### config.mk
export PLATFORM = sky130hd
export DESIGN_NAME = uart_tx_arb_flat
export DESIGN_NICKNAME = d
export VERILOG_FILES = /design/src/rtl/uart_tx_arb_pkg.sv /design/src/rtl/uart_tx_arb_if.sv /design/src/rtl/uart_tx_arb_timer.sv /design/src/rtl/uart_tx_arb.sv /design/src/flat_wrapper.sv
export SDC_FILE = /design/constraint.sdc
export NUM_CORES = 1
export LEC_CHECK = 0
export ABC_AREA = 1
export BUFFER_PORTS_ARGS = -buffer_cell sky130_fd_sc_hd__clkbuf_2
export CORE_UTILIZATION = 42
export DETAILED_ROUTE_END_ITERATION = 8
export PLACE_DENSITY = 0.77
export SLEW_MARGIN = 20
export SYNTH_ARGS = -nofsm -noshare
export SYNTH_HDL_FRONTEND = slang
export SYNTH_SLANG_ARGS = --single-unit
export TNS_END_PERCENT = 5
### constraint.sdc
create_clock -name clk -period 1.25 [get_ports clk]
set_input_delay 0 -clock clk [delete_from_list [all_inputs] [get_ports clk]]
set_output_delay 0 -clock clk [all_outputs]
set_load 0.02 [all_outputs]
### src/rtl/uart_tx_arb_pkg.sv
// uart_tx_arb_pkg: constants shared by the UART transmit arbiter.
//   - FSM state encoding (ST_IDLE, ST_SEND, ST_WAIT_BUSY, ST_WAIT_DONE)
//   - requester indices (REQ_ENC = encoder bitstream, REQ_DBG = status/debug)
//   - default UART start timeout in clk cycles
//   - grant_onehot(): requester index to one-hot grant vector
package uart_tx_arb_pkg;

    localparam logic [1:0] ST_IDLE      = 2'd0;
    localparam logic [1:0] ST_SEND      = 2'd1;
    localparam logic [1:0] ST_WAIT_BUSY = 2'd2;
    localparam logic [1:0] ST_WAIT_DONE = 2'd3;

    localparam logic REQ_ENC = 1'b0;
    localparam logic REQ_DBG = 1'b1;

    localparam int unsigned TIMEOUT_CYC_DEF = 4096;

    function automatic logic [1:0] grant_onehot(input logic id);
        return (id == REQ_DBG) ? 2'b10 : 2'b01;
    endfunction

endpackage

### src/rtl/uart_tx_arb_if.sv
// uart_tx_arb_if: requester handshakes plus the UART start/busy link.
//   req0_* : requester 0 (encoder) valid/data/last in, ready pulse out
//   req1_* : requester 1 (status/debug), same meaning
//   send, send_data, is_sending : UART start pulse, byte, busy flag
//   grant, busy, tx_timeout     : arbiter status
// Modports: master = requesters and UART side, slave = the arbiter.
interface uart_tx_arb_if;
    logic       req0_valid;
    logic [7:0] req0_data;
    logic       req0_last;
    logic       req0_ready;
    logic       req1_valid;
    logic [7:0] req1_data;
    logic       req1_last;
    logic       req1_ready;
    logic       send;
    logic [7:0] send_data;
    logic       is_sending;
    logic [1:0] grant;
    logic       busy;
    logic       tx_timeout;

    modport master (
        output req0_valid, req0_data, req0_last, req1_valid, req1_data, req1_last, is_sending,
        input  req0_ready, req1_ready, send, send_data, grant, busy, tx_timeout
    );

    modport slave (
        input  req0_valid, req0_data, req0_last, req1_valid, req1_data, req1_last, is_sending,
        output req0_ready, req1_ready, send, send_data, grant, busy, tx_timeout
    );
endinterface

### src/rtl/uart_tx_arb_timer.sv
// uart_tx_arb_timer: UART start timeout counter, built only when
// UART_TX_ARB_TIMEOUT_EN is defined.
//   clk, rst : clock, asynchronous active-high reset
//   clr      : synchronous clear (held while not waiting for the UART)
//   en       : count enable
//   expire   : high while enabled and the count sits at TIMEOUT_CYC-1
module uart_tx_arb_timer
    import uart_tx_arb_pkg::*;
#(
    parameter int unsigned TIMEOUT_CYC = TIMEOUT_CYC_DEF
) (
    input  logic clk,
    input  logic rst,
    input  logic clr,
    input  logic en,
    output logic expire
);
    localparam int unsigned CNT_W = (TIMEOUT_CYC > 2) ? $clog2(TIMEOUT_CYC) : 1;
    localparam logic [CNT_W-1:0] CNT_LAST = CNT_W'(TIMEOUT_CYC - 1);

    logic [CNT_W-1:0] cnt_q;

    assign expire = en && (cnt_q == CNT_LAST);

    always_ff @(posedge clk or posedge rst) begin
        if (rst) begin
            cnt_q <= '0;
        end else if (clr) begin
            cnt_q <= '0;
        end else if (en && !expire) begin
            cnt_q <= cnt_q + 1'b1;
        end
    end
endmodule

### src/rtl/uart_tx_arb.sv
// uart_tx_arb: two-requester arbiter feeding a byte UART, one byte in flight.
//   clk, rst : clock, asynchronous active-high reset (shared with the UART)
//   bus      : uart_tx_arb_if.slave -- requester handshakes, UART link, status
// A byte with last=0 locks the arbiter to its requester until a last=1 byte
// completes; then the priority pointer moves to the other requester.
// Optional: define UART_TX_ARB_TIMEOUT_EN to abort when the UART never starts
// within TIMEOUT_CYC cycles (tx_timeout pulse); otherwise WAIT_BUSY waits forever.
module uart_tx_arb
    import uart_tx_arb_pkg::*;
#(
    parameter int unsigned TIMEOUT_CYC = TIMEOUT_CYC_DEF
) (
    input logic          clk,
    input logic          rst,
    uart_tx_arb_if.slave bus
);
    if (TIMEOUT_CYC < 2) begin : g_bad_cfg
        $error("TIMEOUT_CYC must be at least 2");
    end

    logic [1:0] state_q, state_d;
    logic       ptr_q;
    logic       lock_valid_q;
    logic       lock_id_q;
    logic       owner_q;
    logic       last_q;
    logic [7:0] send_data_q;
    logic [1:0] grant_q;

    logic       win_any;
    logic       win_id;
    logic       win_last;
    logic [7:0] win_data;
    logic       capture;
    logic       done;
    logic       expire;
    logic       timeout_hit;

    // Lock overrides the pointer; the non-pointer requester only wins by default.
    always_comb begin
        win_any = 1'b0;
        win_id  = ptr_q;
        if (lock_valid_q) begin
            win_id  = lock_id_q;
            win_any = lock_id_q ? bus.req1_valid : bus.req0_valid;
        end else if (ptr_q ? bus.req1_valid : bus.req0_valid) begin
            win_any = 1'b1;
            win_id  = ptr_q;
        end else if (ptr_q ? bus.req0_valid : bus.req1_valid) begin
            win_any = 1'b1;
            win_id  = ~ptr_q;
        end
    end

    assign win_data = win_id ? bus.req1_data : bus.req0_data;
    assign win_last = win_id ? bus.req1_last : bus.req0_last;

    // rst gates the ready pulse so nothing is accepted while reset is held.
    assign capture     = (state_q == ST_IDLE) && win_any && !rst;
    assign done        = (state_q == ST_WAIT_DONE) && !bus.is_sending;
    assign timeout_hit = (state_q == ST_WAIT_BUSY) && !bus.is_sending && expire;

    assign bus.req0_ready = capture && (win_id == REQ_ENC);
    assign bus.req1_ready = capture && (win_id == REQ_DBG);
    assign bus.send       = (state_q == ST_SEND);
    assign bus.send_data  = send_data_q;
    assign bus.grant      = grant_q;
    assign bus.busy       = (state_q != ST_IDLE);

`ifdef UART_TX_ARB_TIMEOUT_EN
    logic tx_timeout_q;

    uart_tx_arb_timer #(
        .TIMEOUT_CYC(TIMEOUT_CYC)
    ) u_timer (
        .clk   (clk),
        .rst   (rst),
        .clr   (state_q != ST_WAIT_BUSY),
        .en    (state_q == ST_WAIT_BUSY),
        .expire(expire)
    );

    always_ff @(posedge clk or posedge rst) begin
        if (rst) begin
            tx_timeout_q <= 1'b0;
        end else begin
            tx_timeout_q <= timeout_hit;
        end
    end

    assign bus.tx_timeout = tx_timeout_q;
`else
    assign expire         = 1'b0;
    assign bus.tx_timeout = 1'b0;
`endif

    always_comb begin
        state_d = state_q;
        case (state_q)
            ST_IDLE:      if (capture) state_d = ST_SEND;
            ST_SEND:      state_d = ST_WAIT_BUSY;
            ST_WAIT_BUSY: begin
                if (bus.is_sending) begin
                    state_d = ST_WAIT_DONE;
                end else if (timeout_hit) begin
                    state_d = ST_IDLE;
                end
            end
            ST_WAIT_DONE: if (done) state_d = ST_IDLE;
            default:      state_d = ST_IDLE;
        endcase
    end

    always_ff @(posedge clk or posedge rst) begin
        if (rst) begin
            state_q      <= ST_IDLE;
            ptr_q        <= REQ_ENC;
            lock_valid_q <= 1'b0;
            lock_id_q    <= REQ_ENC;
            owner_q      <= REQ_ENC;
            last_q       <= 1'b0;
            send_data_q  <= 8'h00;
            grant_q      <= 2'b00;
        end else begin
            state_q <= state_d;
            if (capture) begin
                send_data_q <= win_data;
                last_q      <= win_last;
                owner_q     <= win_id;
                grant_q     <= grant_onehot(win_id);
                if (!win_last) begin
                    lock_valid_q <= 1'b1;
                    lock_id_q    <= win_id;
                end
            end
            if (done) begin
                grant_q <= 2'b00;
                if (last_q) begin
                    lock_valid_q <= 1'b0;
                    ptr_q        <= ~owner_q;
                end
            end
            if (timeout_hit) begin
                grant_q      <= 2'b00;
                lock_valid_q <= 1'b0;
                ptr_q        <= ~owner_q;
            end
        end
    end
endmodule

### src/flat_wrapper.sv
// flat-port wrapper written by rule: the top's interface ports become plain ports
module uart_tx_arb_flat import uart_tx_arb_pkg::*;
#(
    parameter int unsigned TIMEOUT_CYC = TIMEOUT_CYC_DEF
)
  (clk, rst, bus_req0_valid, bus_req0_data, bus_req0_last, bus_req1_valid, bus_req1_data, bus_req1_last, bus_is_sending, bus_req0_ready, bus_req1_ready, bus_send, bus_send_data, bus_grant, bus_busy, bus_tx_timeout);
  uart_tx_arb_if bus_i ();
  input logic clk;
  input logic rst;
  input wire logic [$bits(bus_i.req0_valid)-1:0] bus_req0_valid;
  input wire logic [$bits(bus_i.req0_data)-1:0] bus_req0_data;
  input wire logic [$bits(bus_i.req0_last)-1:0] bus_req0_last;
  input wire logic [$bits(bus_i.req1_valid)-1:0] bus_req1_valid;
  input wire logic [$bits(bus_i.req1_data)-1:0] bus_req1_data;
  input wire logic [$bits(bus_i.req1_last)-1:0] bus_req1_last;
  input wire logic [$bits(bus_i.is_sending)-1:0] bus_is_sending;
  output wire logic [$bits(bus_i.req0_ready)-1:0] bus_req0_ready;
  output wire logic [$bits(bus_i.req1_ready)-1:0] bus_req1_ready;
  output wire logic [$bits(bus_i.send)-1:0] bus_send;
  output wire logic [$bits(bus_i.send_data)-1:0] bus_send_data;
  output wire logic [$bits(bus_i.grant)-1:0] bus_grant;
  output wire logic [$bits(bus_i.busy)-1:0] bus_busy;
  output wire logic [$bits(bus_i.tx_timeout)-1:0] bus_tx_timeout;
  assign bus_i.req0_valid = bus_req0_valid;
  assign bus_i.req0_data = bus_req0_data;
  assign bus_i.req0_last = bus_req0_last;
  assign bus_i.req1_valid = bus_req1_valid;
  assign bus_i.req1_data = bus_req1_data;
  assign bus_i.req1_last = bus_req1_last;
  assign bus_i.is_sending = bus_is_sending;
  assign bus_req0_ready = bus_i.req0_ready;
  assign bus_req1_ready = bus_i.req1_ready;
  assign bus_send = bus_i.send;
  assign bus_send_data = bus_i.send_data;
  assign bus_grant = bus_i.grant;
  assign bus_busy = bus_i.busy;
  assign bus_tx_timeout = bus_i.tx_timeout;
  uart_tx_arb #(.TIMEOUT_CYC(TIMEOUT_CYC)) u_core (.clk(clk), .rst(rst), .bus(bus_i));
endmodule
==> results of run 1 <==
-- final cells by class --
type	count	area share, %
repair buffers	71	33.5
multi-input cells	79	31.8
flip-flops and latches	17	27.4
inverters	13	3.30
well taps	27	2.17
clock buffers	3	1.45
clock inverters	1	0.322
-- power by group --
part           switching [mW]  total (mW)  internal (mW)
Clock                   0.192       0.311          0.119
Combinational            1.09        1.92          0.832
Sequential              0.213        1.03          0.814
Total                    1.49        3.26           1.77
-- worst max-delay path: cells and delay by family, from the launching register on --
kind                   cells  cell delay (ps)
flip-flops                 1              440
AO/OA/AOI/OAI              1              230
buffers and inverters      2              200
AND/OR/NAND/NOR            3              280
-- state kept, by name, indices dropped and copies added, names as in the netlist --
register / flops
u_core.state_q: 2
u_core.owner_q: 1
u_core.lock_id_q: 1
u_core.last_q: 1
u_core.bus.grant: 2
u_core.bus.send_data: 8
u_core.ptr_q: 1
u_core.lock_valid_q: 1
-- layer usage --
metal	track usage, %	vias to the layer above
met5	0	-
met4	15.7	0
met3	5.35	16
met2	54.0	45
met1	31.5	514
li1	-	489
-- what timing repair did --
item,in CTS,in global routing
pin swaps,2,7
setup endpoints to repair,19,20
endpoints found under the hold margin,26,0
resized for setup,10,26
buffers inserted,3,1
hold buffers,18,0
-- through the flow --
stage / setup slack (ps) / util, % / setup TNS, ps / hold WS, ps
global placement: -68.9 / 59.4 / -706 / -97.3
detailed placement: -154 / 59.4 / -1680 / -88.4
global route: -270 / 77.7 / -3530 / 75.3
CTS: -164 / 72.8 / -1230 / 53.5
floorplan: -144 / - / -1310 / -49.4
finish: -213 / 77.7 / -2260 / 54.3
-- cell usage in the layout (no fill, tap or decap), types with 2 or more instances in the layout --
cell type and n:
buf_8 3, ha_1 3, clkbuf_4 3, nand2_1 37
nand3_2 4, nand3_1 6, a21oi_1 2, buf_4 16
nor2_2 2, dfrtp_1 16, dlygate4sd3_1 18, o21ai_0 2
clkbuf_2 33, inv_2 3, nand2_4 2, inv_1 9
nand2_2 10
-- worst min path at each step --
stage,start,to,slack [ps],cells after the start
2_1_floorplan,rst,u_core.bus.grant[0],-50,1
3_3_place_gp,rst,u_core.state_q[1],-100,2
3_5_place_dp,rst,u_core.state_q[1],-90,2
4_1_cts,bus_is_sending,u_core.ptr_q,50,4
5_1_grt,bus_is_sending,u_core.ptr_q,80,4
6_report,bus_is_sending,u_core.ptr_q,50,4
-- logic make-up after synthesis --
group / synth area share (%)
AO/OA/AOI/OAI: 5.53
AND/OR/NAND/NOR: 31.7
buffers and inverters: 8.71
adder cells (fa/ha/maj): 5.53
multiplexers: 1.11
other: 0.415
flip-flops: 47.0
==> results.cfg, run 1 <==
[outcome]
status = finished, violations left
violations = setup timing

[detailed_routing]
wirelength_um = 3090
dr_wl_met3_um = 126
postRouteAntennaNets = 0
drt-pass1-iter-count = 4
post_drt_wl_per_cell_um = 14.6
drtIter0Drc = 25
vias = 1064
highest_layer = met4
vias_per_cell = 5.04
routed-wl-met2_um = 1640
remaining_drc_errors = 0
wl_met1_um = 1190

[sta]
min_period_ps = 1460
rsz0062_at_grt = true
max_freq_ghz = 0.684
setup-violations-final = 18
period_share_pct = 117
drv_slew = 0
skew_ps = 7.70
fin_ws_ps = -213
finalHoldViolations = 0

[worst_setup_path]
rr_startpoint = u_core.lock_valid_q
slowest_delay_ps = 440
crit_type = flip-flop to output pin
crit_start = u_core.lock_valid_q
reg2regPathDepth = 8
crit_end = bus_req0_ready
r2r_setup_slack_ps = -190
cp_cell_sequence = inv_2 -> o21ai_4 -> nand2_2 -> nand3_4 -> nor2_4 -> buf_8
cp_data_arrival_time_ps = 1460
cp_max_fo = 4
worst_setup_path_start_kind = flip-flop
crit_required_ps = 1250
end_kind = output pin
timing.rr.end = u_core.bus.send_data[6]
cp_slowest_cell = dfrtp_1

[logic_synthesis]
async_flop_share_pct = 100
ys_types = 20
synth_common_cells = 45 x nand2_1, 17 x dfrtp_1, 12 x inv_1
synth_area_leaders = dfrtp_1 47%, nand2_1 19%, ha_1 5.5%
synth-seq-area-share_pct = 47.0
synth_nets = 139
synth_edf_count = 0
yosys.area.top_type = dfrtp_1
synth_most_common_cell = nand2_1
yosys_warnings = 0
synth-seq-cells = 17
synth_top_area_share_pct = 47.0
synth_ff_type = dfrtp_1
synthesis.area_um2 = 905
synthCells = 112
syn_avg_cell_area_um2 = 8.08

[placement]
dp_hpwl_um = 1670
place_congestion = 0.762
dp_cells = 185
io_buffers = 36
placed_area_um2 = 1190

[pwr]
power_mw = 3.26
peakVddDrop_mv = 1.47
p_leak_nw = 0.850
power.density_nw_per_um2 = 2090

[clocking]
cts_tree = yes
cts_root_buffer = clkbuf_4
insertion_delay_ps = 300
clock-sinks = 17
h-tree-depth = 1
clockBufferDepth = 2
cts_buffers = 3
path_clk_slew_ps = 100

[grt]
grt_usage_pct = 29.3
grt_pass1_wl_um = 5180
grt.overflow.total = 0
antenna_found_initial = 0
grt_max_degree = 11
grt_pass1_vias = 1186

[finish]
nFillCells = 123
area_growth_pct = 71.9
stdcell_count = 211
multi_input_area_um2 = 494
seqCellArea_um2 = 427
drive_above_1_share_pct = 47.3
n_antenna_cell = 0
nets = 212
final_area_um2 = 1560

[die]
die_w_um = 48.4
ios = 38
die_area_um2 = 2340
die_h_um = 48.4
initial_core_util_pct = 45.2
core_area_um2 = 2000
rows = 16

[hold_path]
min_path_type = primary input to flip-flop

[flow_run]
cap_violations = 0
Power figures use the tool's default switching activity.
==> inputs of run 2 (changes only) <==
--- a/config.mk
+++ b/config.mk
@@ -7,9 +7,11 @@
 export LEC_CHECK = 0
 export ABC_AREA = 1
 export BUFFER_PORTS_ARGS = -buffer_cell sky130_fd_sc_hd__clkbuf_2
-export CORE_UTILIZATION = 42
+export CELL_PAD_IN_SITES_DETAIL_PLACEMENT = 2
+export CELL_PAD_IN_SITES_GLOBAL_PLACEMENT = 2
+export CORE_UTILIZATION = 22
 export DETAILED_ROUTE_END_ITERATION = 8
-export PLACE_DENSITY = 0.77
+export PLACE_DENSITY = 0.75
 export SLEW_MARGIN = 20
 export SYNTH_ARGS = -nofsm -noshare
 export SYNTH_HDL_FRONTEND = slang
==> run 2 against run 1 <==
Compared with the run above: power up 9.9%; hold slack better by 19 ps; cell count up 11%; the run still ends with setup timing left; routed wire length up 12%; combinational power up 10%; sequential cell count unchanged; critical path depth up 1; die area up 87%; via count down 4.0%; highest routed layer unchanged; worst setup slack better by 49 ps; register-to-register slack better by 30 ps; cell area up 4.1%.
==> results.cfg, run 2 (synthesis results as in run 1) <==
[clocking]
cts_buffers = 3
clockBufferDepth = 2
h-tree-depth = 1
cts_root_buffer = clkbuf_8
cts_tree = yes
path_clk_slew_ps = 70
insertion_delay_ps = 270
clock-sinks = 17

[grt]
met3_usage_pct = 1.72
grt_pass1_vias = 1210
grt.overflow.total = 0
use_met2_pct = 33.0
met1_usage_pct = 18.5
grt_max_degree = 11
grt.busiest_layer = met2
grt_usage_pct = 17.8
antenna_found_initial = 0
grt_pass1_wl_um = 5550

[finish]
final_common_cell = nand2_1
stdcell_count = 234
final_cell_mix = 39 x nand2_1, 32 x clkbuf_2, 18 x dlygate4sd3_1
area_growth_pct = 79.0
nets = 214
multi_input_area_um2 = 484
drive_above_1_share_pct = 46.2
largest_reg_flops = 8
seqCellArea_um2 = 425
nFillCells = 435
n_antenna_cell = 0

[placement]
dpl_worst_slack_ps = -132
place_congestion = 0.745
dp_hpwl_um = 2310
io_buffers = 36
dp_cells = 206

[detailed_routing]
remaining_drc_errors = 0
vias_per_cell = 4.36
postRouteAntennaNets = 0
drt-pass1-iter-count = 3
drtIter0Drc = 14
wirelength_um = 3470
vias = 1021
post_drt_wl_per_cell_um = 14.8

[die]
die_h_um = 66.1
core_area_um2 = 3800
die_area_um2 = 4370
ios = 38
rows = 22
die_w_um = 66.1
initial_core_util_pct = 23.8

[pwr]
power_mw = 3.58
power_frac_comb_pct = 59.2
power.density_nw_per_um2 = 2210
power_switching_mw = 1.61
power_frac_seq_pct = 28.2
p_leak_nw = 0.860
pwr-share-clk_pct = 12.7
cellInternalPower_mw = 1.97
swShare_pct = 44.9
peakVddDrop_mv = 0.657

[worst_setup_path]
cp_cell_sequence = inv_2 -> ha_4 -> nand2_4 -> a21oi_4 -> nand2_4 -> clkinv_4 -> buf_8
cp_num_buf_inv = 3
cp_data_arrival_time_ps = 1410
worst_setup_path_start_kind = flip-flop
cpLargestDelayFamily = flip-flops
cp_slowest_cell = dfrtp_1
end_kind = output pin
slowest_delay_ps = 400
cpMostUsedCell = nand2_4
crit_type = flip-flop to output pin
cp_max_fo = 3
crit_required_ps = 1250

[sta]
setup-violations-final = 19
finalHoldViolations = 0
fin_setup_tns_ps = -2080
max_freq_ghz = 0.707
skew_ps = 1.92
period_share_pct = 113
fin_ws_ps = -164
rsz0062_at_grt = true
min_period_ps = 1410
drv_slew = 0
hold-worst-slack_ps = 73.5

[flow_run]
cap_violations = 0

[outcome]
status = finished, violations left
violations = setup timing

[hold_path]
min_path_type = primary input to flip-flop
[run 2: per-layer routing]
layer  up-vias  share of wire [%]
li1        491                  -
met2        33                 54
met3         7                3.1
met5         -                  0
met4         0                3.1
met1       490                 40
[run 2: power groups by stage]
stage	registers (mW)	logic [mW]	clock network, mW
2_1_floorplan	1.15	0.782	0
3_3_place_gp	0.984	1.50	0
3_5_place_dp	0.996	1.60	0
4_1_cts	0.997	1.86	0.465
5_1_grt	1.05	2.31	0.494
6_report	1.01	2.12	0.453
[run 2: path summary, 6_finish.rpt]
kind / slack, ps / startpoint / cells after the start / end
setup / recovery: -160 / u_core.state_q[1] / 7 / bus_req1_ready
hold / removal: 70 / bus_is_sending / 4 / u_core.ptr_q
setup reg to reg: -160 / u_core.state_q[0] / 7 / u_core.state_q[0]
hold reg to reg: 500 / u_core.owner_q / 1 / u_core.ptr_q
max in group asynchronous: 660 / rst / 4 / u_core.bus.send_data[4]
min in group asynchronous: 450 / rst / 4 / u_core.state_q[1]
[run 2: area by class of cell]
| class | count | share of cell area, % |
|---|---|---|
| clock buffer | 3 | 2.55 |
| clock inverter | 1 | 0.309 |
| inverter | 13 | 3.48 |
| multi-input combinational | 79 | 29.9 |
| sequential | 17 | 26.3 |
| tap | 48 | 3.71 |
| timing repair buffer | 73 | 33.8 |
[run 2: timing repair]
action,in CTS,in global routing
hold buffers,18,0
hold endpoints to repair,26,0
setup buffers,4,2
pin swaps,3,5
resized for setup,19,22
setup endpoints to repair,19,20
[run 2: stage by stage]
step | utilization, % | area [µm²]
after floorplan | - | 907
after global placement | 32.0 | 1210
after detailed placement | 32.0 | 1210
after CTS | 40.5 | 1540
after global routing | 42.6 | 1620
final | 42.6 | 1620
[run 2: worst reg2reg max path, stage by stage, from the launching register on]
cell and delay [ps]:
dfrtp_1 380, inv_2 60, buf_4 130, ha_2 200, mux2i_2 240, nand2_2 130, nand2_1 100, o21ai_1 60
